$ cat config.mk
export PLATFORM = sky130hd
export DESIGN_NAME = stopwatch_bcd
export DESIGN_NICKNAME = d
export VERILOG_FILES = /design/src/rtl/stopwatch_bcd.sv
export SDC_FILE = /design/constraint.sdc
export NUM_CORES = 1
export LEC_CHECK = 0
export ABC_AREA = 0
export ABC_CLOCK_PERIOD_IN_PS = 2220
export BUFFER_PORTS_ARGS = -buffer_cell sky130_fd_sc_hd__buf_2
export CAP_MARGIN = 20
export CORE_ASPECT_RATIO = 0.9
export CORE_MARGIN = 3
export CORE_UTILIZATION = 40
export CTS_BUF_LIST = sky130_fd_sc_hd__clkbuf_4
export CTS_CLUSTER_DIAMETER = 50
export DETAILED_ROUTE_END_ITERATION = 16
export SYNTH_ARGS = -nofsm -noshare
export SYNTH_HDL_FRONTEND = slang
export SYNTH_SLANG_ARGS = --single-unit
$ cat constraint.sdc
create_clock -name CLOCK_10MHz -period 2.22 [get_ports CLOCK_10MHz]
set_input_delay 0.222 -clock CLOCK_10MHz [delete_from_list [all_inputs] [get_ports CLOCK_10MHz]]
set_output_delay 0.222 -clock CLOCK_10MHz [all_outputs]
set_load 0.02 [all_outputs]
$ cat src/rtl/stopwatch_bcd.sv
// BCD stopwatch (mm:ss.hh) with synchronized push-buttons and a run/pause/clear FSM.
// Optional lap/freeze display enabled by defining STOPWATCH_BCD_LAP_EN.
module stopwatch_bcd (
    input  logic       CLOCK_10MHz,
    input  logic       RESET_N,
    input  logic       CLOCK_100Hz,
    input  logic       START_STOP,
    input  logic       CLEAR,
    input  logic       LAP,
    output logic [7:0] HUNDREDTHS,
    output logic [7:0] SECONDS,
    output logic [7:0] MINUTES,
    output logic       RUNNING,
    output logic       LAP_HOLD,
    output logic       OVERFLOW
);
    typedef enum logic [1:0] {IDLE, RUN, PAUSE} state_t;

    // Digit order: [0] hundredths units ... [5] minutes tens.
    localparam logic [5:0][3:0] LIM = {4'd5, 4'd9, 4'd5, 4'd9, 4'd9, 4'd9};

`ifdef STOPWATCH_BCD_LAP_EN
    localparam int NB = 3;
    logic [NB-1:0] btn_raw;
    assign btn_raw = {LAP, CLEAR, START_STOP};
`else
    localparam int NB = 2;
    logic [NB-1:0] btn_raw;
    logic          unused_lap;
    assign btn_raw    = {CLEAR, START_STOP};
    assign unused_lap = LAP;
`endif

    state_t          state, state_nxt, state_mid;
    logic [NB-1:0]   btn_s1, btn_s2, btn_q, btn_ev;
    logic            clk_s1, clk_s2, tick;
    logic [5:0][3:0] cnt, cnt_nxt, inc;
    logic            carry, ovf_nxt, clear_act;
    logic            start_ev, clr_ev;

    assign btn_ev   = btn_s2 & ~btn_q;
    assign start_ev = btn_ev[0];
    assign clr_ev   = btn_ev[1];
    assign tick     = clk_s1 & ~clk_s2;

    always_ff @(posedge CLOCK_10MHz or negedge RESET_N) begin
        if (!RESET_N) state <= IDLE;
        else          state <= state_nxt;
    end

    always_comb begin
        state_nxt = state;
        state_mid = state;
        cnt_nxt   = cnt;
        ovf_nxt   = OVERFLOW;
        clear_act = 1'b0;
        inc       = cnt;
        carry     = 1'b1;
        for (int i = 0; i < 6; i++) begin
            if (carry) begin
                if (inc[i] == LIM[i]) begin
                    inc[i] = 4'd0;
                end else begin
                    inc[i] = inc[i] + 4'd1;
                    carry  = 1'b0;
                end
            end
        end
        // Tick is counted against the pre-edge state, before any button action.
        if (state == RUN && tick) begin
            cnt_nxt = inc;
            if (carry) ovf_nxt = 1'b1;
        end
        if (clr_ev && state != RUN) begin
            state_mid = IDLE;
            cnt_nxt   = '0;
            ovf_nxt   = 1'b0;
            clear_act = 1'b1;
        end
        state_nxt = state_mid;
        if (start_ev) begin
            case (state_mid)
                IDLE:    state_nxt = RUN;
                RUN:     state_nxt = PAUSE;
                PAUSE:   state_nxt = RUN;
                default: state_nxt = IDLE;
            endcase
        end
    end

    always_ff @(posedge CLOCK_10MHz or negedge RESET_N) begin
        if (!RESET_N) begin
            btn_s1   <= '0;
            btn_s2   <= '0;
            btn_q    <= '0;
            clk_s1   <= 1'b0;
            clk_s2   <= 1'b0;
            cnt      <= '0;
            OVERFLOW <= 1'b0;
            RUNNING  <= 1'b0;
        end else begin
            btn_s1   <= btn_raw;
            btn_s2   <= btn_s1;
            btn_q    <= btn_s2;
            clk_s1   <= CLOCK_100Hz;
            clk_s2   <= clk_s1;
            cnt      <= cnt_nxt;
            OVERFLOW <= ovf_nxt;
            RUNNING  <= (state_nxt == RUN);
        end
    end

`ifdef STOPWATCH_BCD_LAP_EN
    logic            lap_ev, hold_nxt;
    logic [5:0][3:0] snap, snap_nxt, disp, disp_nxt;

    assign lap_ev = btn_ev[2];

    always_comb begin
        hold_nxt = LAP_HOLD;
        snap_nxt = snap;
        if (clear_act) hold_nxt = 1'b0;
        if (lap_ev && state_mid != IDLE) hold_nxt = ~LAP_HOLD;
        if (hold_nxt && !LAP_HOLD) snap_nxt = cnt;
        disp_nxt = hold_nxt ? snap_nxt : cnt_nxt;
    end

    always_ff @(posedge CLOCK_10MHz or negedge RESET_N) begin
        if (!RESET_N) begin
            LAP_HOLD <= 1'b0;
            snap     <= '0;
            disp     <= '0;
        end else begin
            LAP_HOLD <= hold_nxt;
            snap     <= snap_nxt;
            disp     <= disp_nxt;
        end
    end

    assign {MINUTES, SECONDS, HUNDREDTHS} = disp;
`else
    logic unused_clear_act;
    assign unused_clear_act = clear_act;
    assign LAP_HOLD = 1'b0;
    // Counter register is the display register when no snapshot exists.
    assign {MINUTES, SECONDS, HUNDREDTHS} = cnt;
`endif

endmodule

==> results of run 1 <==
## sequential cells by signal, summed over array words and instances (netlist names)
name,flops
HUNDREDTHS,8
btn_q,2
btn_s1,2
btn_s2,2
SECONDS,8
clk_s1,1
clk_s2,1
MINUTES,8
OVERFLOW,1
RUNNING,1
state,2
## cell type report
| type | count | area, um2 | share of cell area (%) |
|---|---|---|---|
| tap | 62 | 77.6 | 3.44 |
| clock inverter | 2 | 35.0 | 1.56 |
| inverter | 10 | 37.5 | 1.67 |
| multi-input combinational | 129 | 928 | 41.2 |
| timing repair buffer | 39 | 228 | 10.1 |
| sequential | 36 | 901 | 40.0 |
| clock buffer | 6 | 45.0 | 2.00 |
## metrics by stage
| stage | instances | hold slack (ns) | utilization [%] | total power, mW | cell area [um2] |
|---|---|---|---|---|---|
| after floorplan | 180 | -0.0736 | - | 1.07 | 1900 |
| after global placement | 272 | 0.331 | 47.2 | 1.21 | 2130 |
| after detailed placement | 272 | 0.332 | 47.2 | 1.22 | 2130 |
| after CTS | 284 | 0.370 | 49.8 | 1.69 | 2250 |
| after global routing | 284 | 0.375 | 49.8 | 1.79 | 2250 |
| final | 284 | 0.363 | 49.8 | 1.67 | 2250 |
## layer usage
metal / global-route usage [%] / up-vias
met3: 4.52 / 8
met1: 22.6 / 705
met5: 0 / -
met2: 23.6 / 31
li1: - / 746
met4: 5.24 / 0
## placed cells by master (no fill, tap or decap), types with 2 or more instances in the layout
master         netlist  layout
nand3_1             10      10
nor3_1               2       2
buf_4                2       5
o41ai_1              2       2
o21ai_0              7       7
nor4_1               4       4
o22ai_1              3       3
or3_1                6       6
nand2b_1             3       3
nor3b_1              2       2
nor2_1              10      10
a21oi_1              6       6
dlygate4sd3_1        0       4
xnor2_1              2       2
buf_2                2      30
o21ai_1              3       3
nand2_1             14      14
dfrtp_1             36      36
mux2i_1              4       4
nand3b_1             4       4
o31ai_1              2       2
clkbuf_4             0       6
nand4_1              3       3
inv_1               10      10
nor2b_1              3       3
ha_1                12      12
and3b_1              5       5
## critical path: cells and delay by family (launching register included)
family	cells	cell delay, ns
adders and majority gates	1	0.17
muxes	1	0.23
buffers and inverters	1	0.08
and+or+nand+nor	3	1.00
DFF	1	0.42
## logic make-up (layout without fill, tap and decap cells)
family                     after synthesis  count (layout)  synth area share, %
and+or+nand+nor                         74              74                 24.8
muxes                                    4               4                 2.11
xor gates and xnor gates                 2               2                0.924
other                                    1               1                0.198
AOI/OAI and AO/OA                       36              36                 13.0
adders and majority gates               12              12                 7.92
DFF                                     36              36                 47.5
buffers and inverters                   15              57                 3.50
## power by group through the flow
stage	registers [mW]	logic, mW	clock network (mW)
global route	0.817	0.459	0.514
global placement	0.813	0.399	0
finish	0.800	0.407	0.463
floorplan	0.861	0.213	0
detailed placement	0.815	0.403	0
CTS	0.802	0.409	0.477
## path summary, 6_finish.rpt
kind / from / endpoint / slack (ns) / cells after the start
worst min register to register: btn_s1[1] / btn_s2[1] / 0.36 / 0
min in group asynchronous: RESET_N / HUNDREDTHS[7] / 0.50 / 2
max in group asynchronous: RESET_N / state[1] / 1.21 / 2
worst min-delay path: btn_s1[1] / btn_s2[1] / 0.36 / 0
worst max-delay path: HUNDREDTHS[1] / MINUTES[7] / 0.25 / 6
worst max register to register: HUNDREDTHS[1] / MINUTES[7] / 0.25 / 6
## repair_timing
item | in CTS | in global routing
hold buffers | 4 | 0
endpoints found under the hold margin | 39 | 0
endpoints found under the setup margin | 0 | 0
==> reports/metrics.cfg, run 1 <==
[status]
outcome=finished clean

[synthesis]
synthFlopType=dfrtp_1
ys_seq_elements=36
yosys_warnings=0
synthTopCellsByCount=36 x dfrtp_1, 14 x nand2_1, 12 x ha_1
synth.net_count=198
syn_avg_cell_area_um2=10.5
seq_area_frac_synth_pct=47.5
synthDistinctLibCells=48
synth.most_common_cell=dfrtp_1
ys_top_cells_by_area=dfrtp_1 48%, ha_1 7.9%, nand2_1 2.8%
async_flop_share_pct=100
synth_top_area_cell=dfrtp_1
synth_edf_count=0
synth_top_cell_area_share_pct=47.5
syn-instance-count=180
netlist_area_um2=1900

[timing]
grt_setup_unrepaired=no
finClkSkew_ns=0.0142
fin_crit_sh_pct=88.7
report.final.setup_viol=0
report.final.slew_viol_count=0
period_needed_ns=1.97
setup_slack_ns=0.251
worst_pin_slew_ns=0.793
hold_viol=0
final.setup.tns_ns=0
slew_headroom_pct=47.1
timing.fmax_mhz=508

[power_and_ir_drop]
clockPowerShare_pct=27.7
internal_power_mw=1.13
irDropWorstVdd_mv=0.445
switchingPower_mw=0.545
p_comb_share_pct=24.4
switching_share_pct=32.6
p_seq_share_pct=47.9
p_per_area_nw_per_um2=742
power.leakage_nw=1.12

[grt]
grtUsageTotal_pct=15.9
overflow=0
first_global_vias=1429
grt_max_degree=37
grt_pass1_wl_um=6960
antenna_found_initial=0

[floorplanning]
dieWidth_um=78.6
pin_count=33
fp.dieH_um=71.3
rows=23
core_area_um2=4520
die_area_um2=5600
initial_core_util_pct=42.0

[routing]
wirelength_um=3980
met1_length_um=1940
final_antenna_net_count=0
wl_met3_um=174
drc=0
dr.pass1.iters=4
top_layer_used=met4
wl_met2_um=1810
routedWlPerCell_um=14.0
via_per_inst=5.25
route.vias.total=1490
drtIter0Drc=135

[cts]
clockRootBuffer=clkbuf_4
cts-buffers-inserted=5
clk-insertion-delay-late_ns=0.35
clk_path_buf_depth=2
h-tree-depth=2
post-cts-setup-buffers=0
cts_tree=built
cts_sinks=36
clk_pin_slew_ns=0.10
cts-resized-gates=0

[worst_setup_path]
critPathCaptureType=flip-flop
required_ns=2.49
arrival_ns=2.24
crit_chain=inv_1, ha_1, and3b_1, nand4_1, nor4_1, mux2i_1
startpoint_type=flip-flop
crit_type=reg -> reg
crit_slowest_cell=dfrtp_1
cp_max_fo=6
crit_path_max_incr_delay_ns=0.42

[placed_design]
pre_cts_slack_ns=0.242
post-dp-hpwl_um=3000
gp_routability_congestion=0.746
io_buffers=30

[layout]
area_growth_pct=18.8
fin_nets=239
layout-drive-gt1-share_pct=22.5
fill_cells=442
antenna_cells=0

[flow_run]
maxCapViolCount=0

[hold_path]
min_path_type=reg -> reg

(Power assumes the default switching activity.)
==> inputs of run 2 (changes only) <==
--- a/config.mk
+++ b/config.mk
@@ -15,6 +15,7 @@
 export CTS_BUF_LIST = sky130_fd_sc_hd__clkbuf_4
 export CTS_CLUSTER_DIAMETER = 50
 export DETAILED_ROUTE_END_ITERATION = 16
+export PLACE_DENSITY = 0.69
 export SYNTH_ARGS = -nofsm -noshare
 export SYNTH_HDL_FRONTEND = slang
 export SYNTH_SLANG_ARGS = --single-unit
==> reports/metrics.cfg, run 2 (synthesis results as in run 1) <==
[routing]
drc=0  ; unchanged
routedWlPerCell_um=14.0  ; about the same
via_per_inst=5.29  ; was 5.25
final_antenna_net_count=0  ; unchanged
route.vias.total=1491  ; was 1490
dr.pass1.iters=4  ; unchanged
wirelength_um=3940  ; was 3980 um
drtIter0Drc=92  ; was 135

[layout]
area_growth_pct=20.5  ; was 18.8%
regArea_um2=901  ; unchanged
antenna_cells=0  ; unchanged
fill_cells=435  ; was 442
mostFrequentLayoutCells=36 x dfrtp_1, 30 x buf_2, 14 x nand2_1, 12 x ha_1  ; unchanged
final_cell_count_no_fill=282  ; was 284
multi_input_area_um2=928  ; unchanged
final_common_cell=dfrtp_1  ; unchanged
layout-drive-gt1-share_pct=21.8  ; was 22.5%
fin_nets=237  ; was 239

[placed_design]
gp_routability_congestion=0.837  ; was 0.746
post-dp-hpwl_um=2910  ; was 3000 um
place_inst=270  ; was 272
io_buffers=30  ; unchanged
pre_cts_slack_ns=0.303  ; was 0.242 ns

[timing]
fin_crit_sh_pct=88.4  ; was 88.7%
grt_setup_unrepaired=no  ; unchanged
slew_headroom_pct=47.2  ; was 47.1%
finClkSkew_ns=0.00841  ; was 0.0142 ns
period_needed_ns=1.96  ; was 1.97 ns
timing.fmax_mhz=509  ; was 508 MHz
setup_slack_ns=0.257  ; was 0.251 ns
report.final.slew_viol_count=0  ; unchanged
report.final.setup_viol=0  ; unchanged
final.setup.tns_ns=0  ; unchanged
worst_pin_slew_ns=0.792  ; was 0.793 ns
hold_viol=0  ; unchanged

[hold_path]
worstHoldPathCells=0  ; unchanged
min_path_type=reg -> reg  ; unchanged

[floorplanning]
dieWidth_um=78.6  ; unchanged
rows=23  ; unchanged
initial_core_util_pct=42.0  ; unchanged
core_area_um2=4520  ; unchanged
fp.dieH_um=71.3  ; unchanged
pin_count=33  ; unchanged
die_area_um2=5600  ; unchanged

[cts]
cts-resized-gates=0  ; unchanged
post-cts-setup-buffers=0  ; unchanged
clk_pin_slew_ns=0.12  ; was 0.10 ns
cts_tree=built  ; unchanged
cts_sinks=36  ; unchanged
clk_path_buf_depth=2  ; unchanged
clk-insertion-delay-late_ns=0.35  ; about the same
cts-buffers-inserted=5  ; unchanged
h-tree-depth=2  ; unchanged
clockRootBuffer=clkbuf_4  ; unchanged
cts_hold_buf=4  ; unchanged

[worst_setup_path]
worstRegToRegCells=5  ; was 6
crit_chain=ha_1, and3b_1, nand4_1, nor4_1, mux2i_1  ; was inv_1, ha_1, and3b_1, nand4_1, nor4_1, mux2i_1
crit_type=reg -> reg  ; unchanged
required_ns=2.49  ; about the same
crit_cells=5  ; was 6
cp_max_fo=6  ; unchanged
crit_path_max_incr_delay_ns=0.47  ; was 0.42 ns
crit_family=simple AND/OR/NAND/NOR gates  ; unchanged
crit_slowest_cell=dfrtp_1  ; unchanged
startpoint_type=flip-flop  ; unchanged
crit_buf_inv=0  ; was 1
critPathCaptureType=flip-flop  ; unchanged
arrival_ns=2.23  ; was 2.24 ns

[status]
outcome=finished clean  ; unchanged

[power_and_ir_drop]
switchingPower_mw=0.563  ; was 0.545 mW
p_seq_share_pct=42.3  ; was 47.9%
p_per_area_nw_per_um2=832  ; was 742 nW/um2
p_comb_share_pct=21.2  ; was 24.4%
switching_share_pct=29.6  ; was 32.6%
irDropWorstVdd_mv=0.354  ; was 0.445 mV
clockPowerShare_pct=36.5  ; was 27.7%
power.leakage_nw=1.13  ; was 1.12 nW
power.total_mw=1.90  ; was 1.67 mW
internal_power_mw=1.34  ; was 1.13 mW

[grt]
grt_max_degree=37  ; unchanged
grtUsageTotal_pct=15.3  ; was 15.9%
grt_pass1_wl_um=6760  ; was 6960 um
overflow=0  ; unchanged
antenna_found_initial=0  ; unchanged
first_global_vias=1394  ; was 1429

[flow_run]
maxCapViolCount=0  ; unchanged

-- run 2: cell count changes in the layout (fill, tap and decap cells not counted), sizes merged --
| cell | change |
|---|---|
| buf | -2 |
| bufinv | +2 |
| clkbuf | -1 |
| clkinv | -1 |
-- run 2: final cells by class --
cell class,instances,area share (%)
Clock buffer,5,1.64
Inverter,10,1.64
Multi-Input combinational cell,129,40.6
Clock inverter,3,3.94
Sequential cell,36,39.4
Tap cell,62,3.40
Timing Repair Buffer,37,9.31
-- run 2: routing by layer --
| layer | GRT usage [%] | up-vias | share of wire, % |
|---|---|---|---|
| met5 | 0 | - | 0 |
| met4 | 4.66 | 0 | 1.3 |
| met3 | 4.65 | 8 | 4.5 |
| met2 | 23.6 | 28 | 45 |
| met1 | 20.8 | 713 | 49 |
| li1 | - | 742 | - |
-- run 2: worst paths after layout --
check,startpoint,end,slack [ns]
max,HUNDREDTHS[4],MINUTES[7],0.26
min,btn_s1[0],btn_s2[0],0.35
max reg2reg,HUNDREDTHS[4],MINUTES[7],0.26
min reg2reg,btn_s1[0],btn_s2[0],0.35
max in group asynchronous,RESET_N,SECONDS[3],1.23
min in group asynchronous,RESET_N,RUNNING,0.48
-- run 2: power groups by stage --
| stage | Clock (mW) | Sequential, mW | Combinational, mW |
|---|---|---|---|
| 2_1_floorplan | 0 | 0.861 | 0.213 |
| 3_3_place_gp | 0 | 0.813 | 0.392 |
| 3_5_place_dp | 0 | 0.817 | 0.400 |
| 4_1_cts | 0.707 | 0.804 | 0.410 |
| 5_1_grt | 0.733 | 0.818 | 0.446 |
| 6_report | 0.694 | 0.805 | 0.403 |
-- run 2: metrics by stage --
step	cell area (um2)	hold slack (ns)	utilization [%]
after floorplan	1900	-0.0736	-
after global placement	2120	0.330	46.9
after detailed placement	2120	0.332	46.9
after CTS	2280	0.347	50.6
after global routing	2280	0.353	50.6
final	2280	0.354	50.6
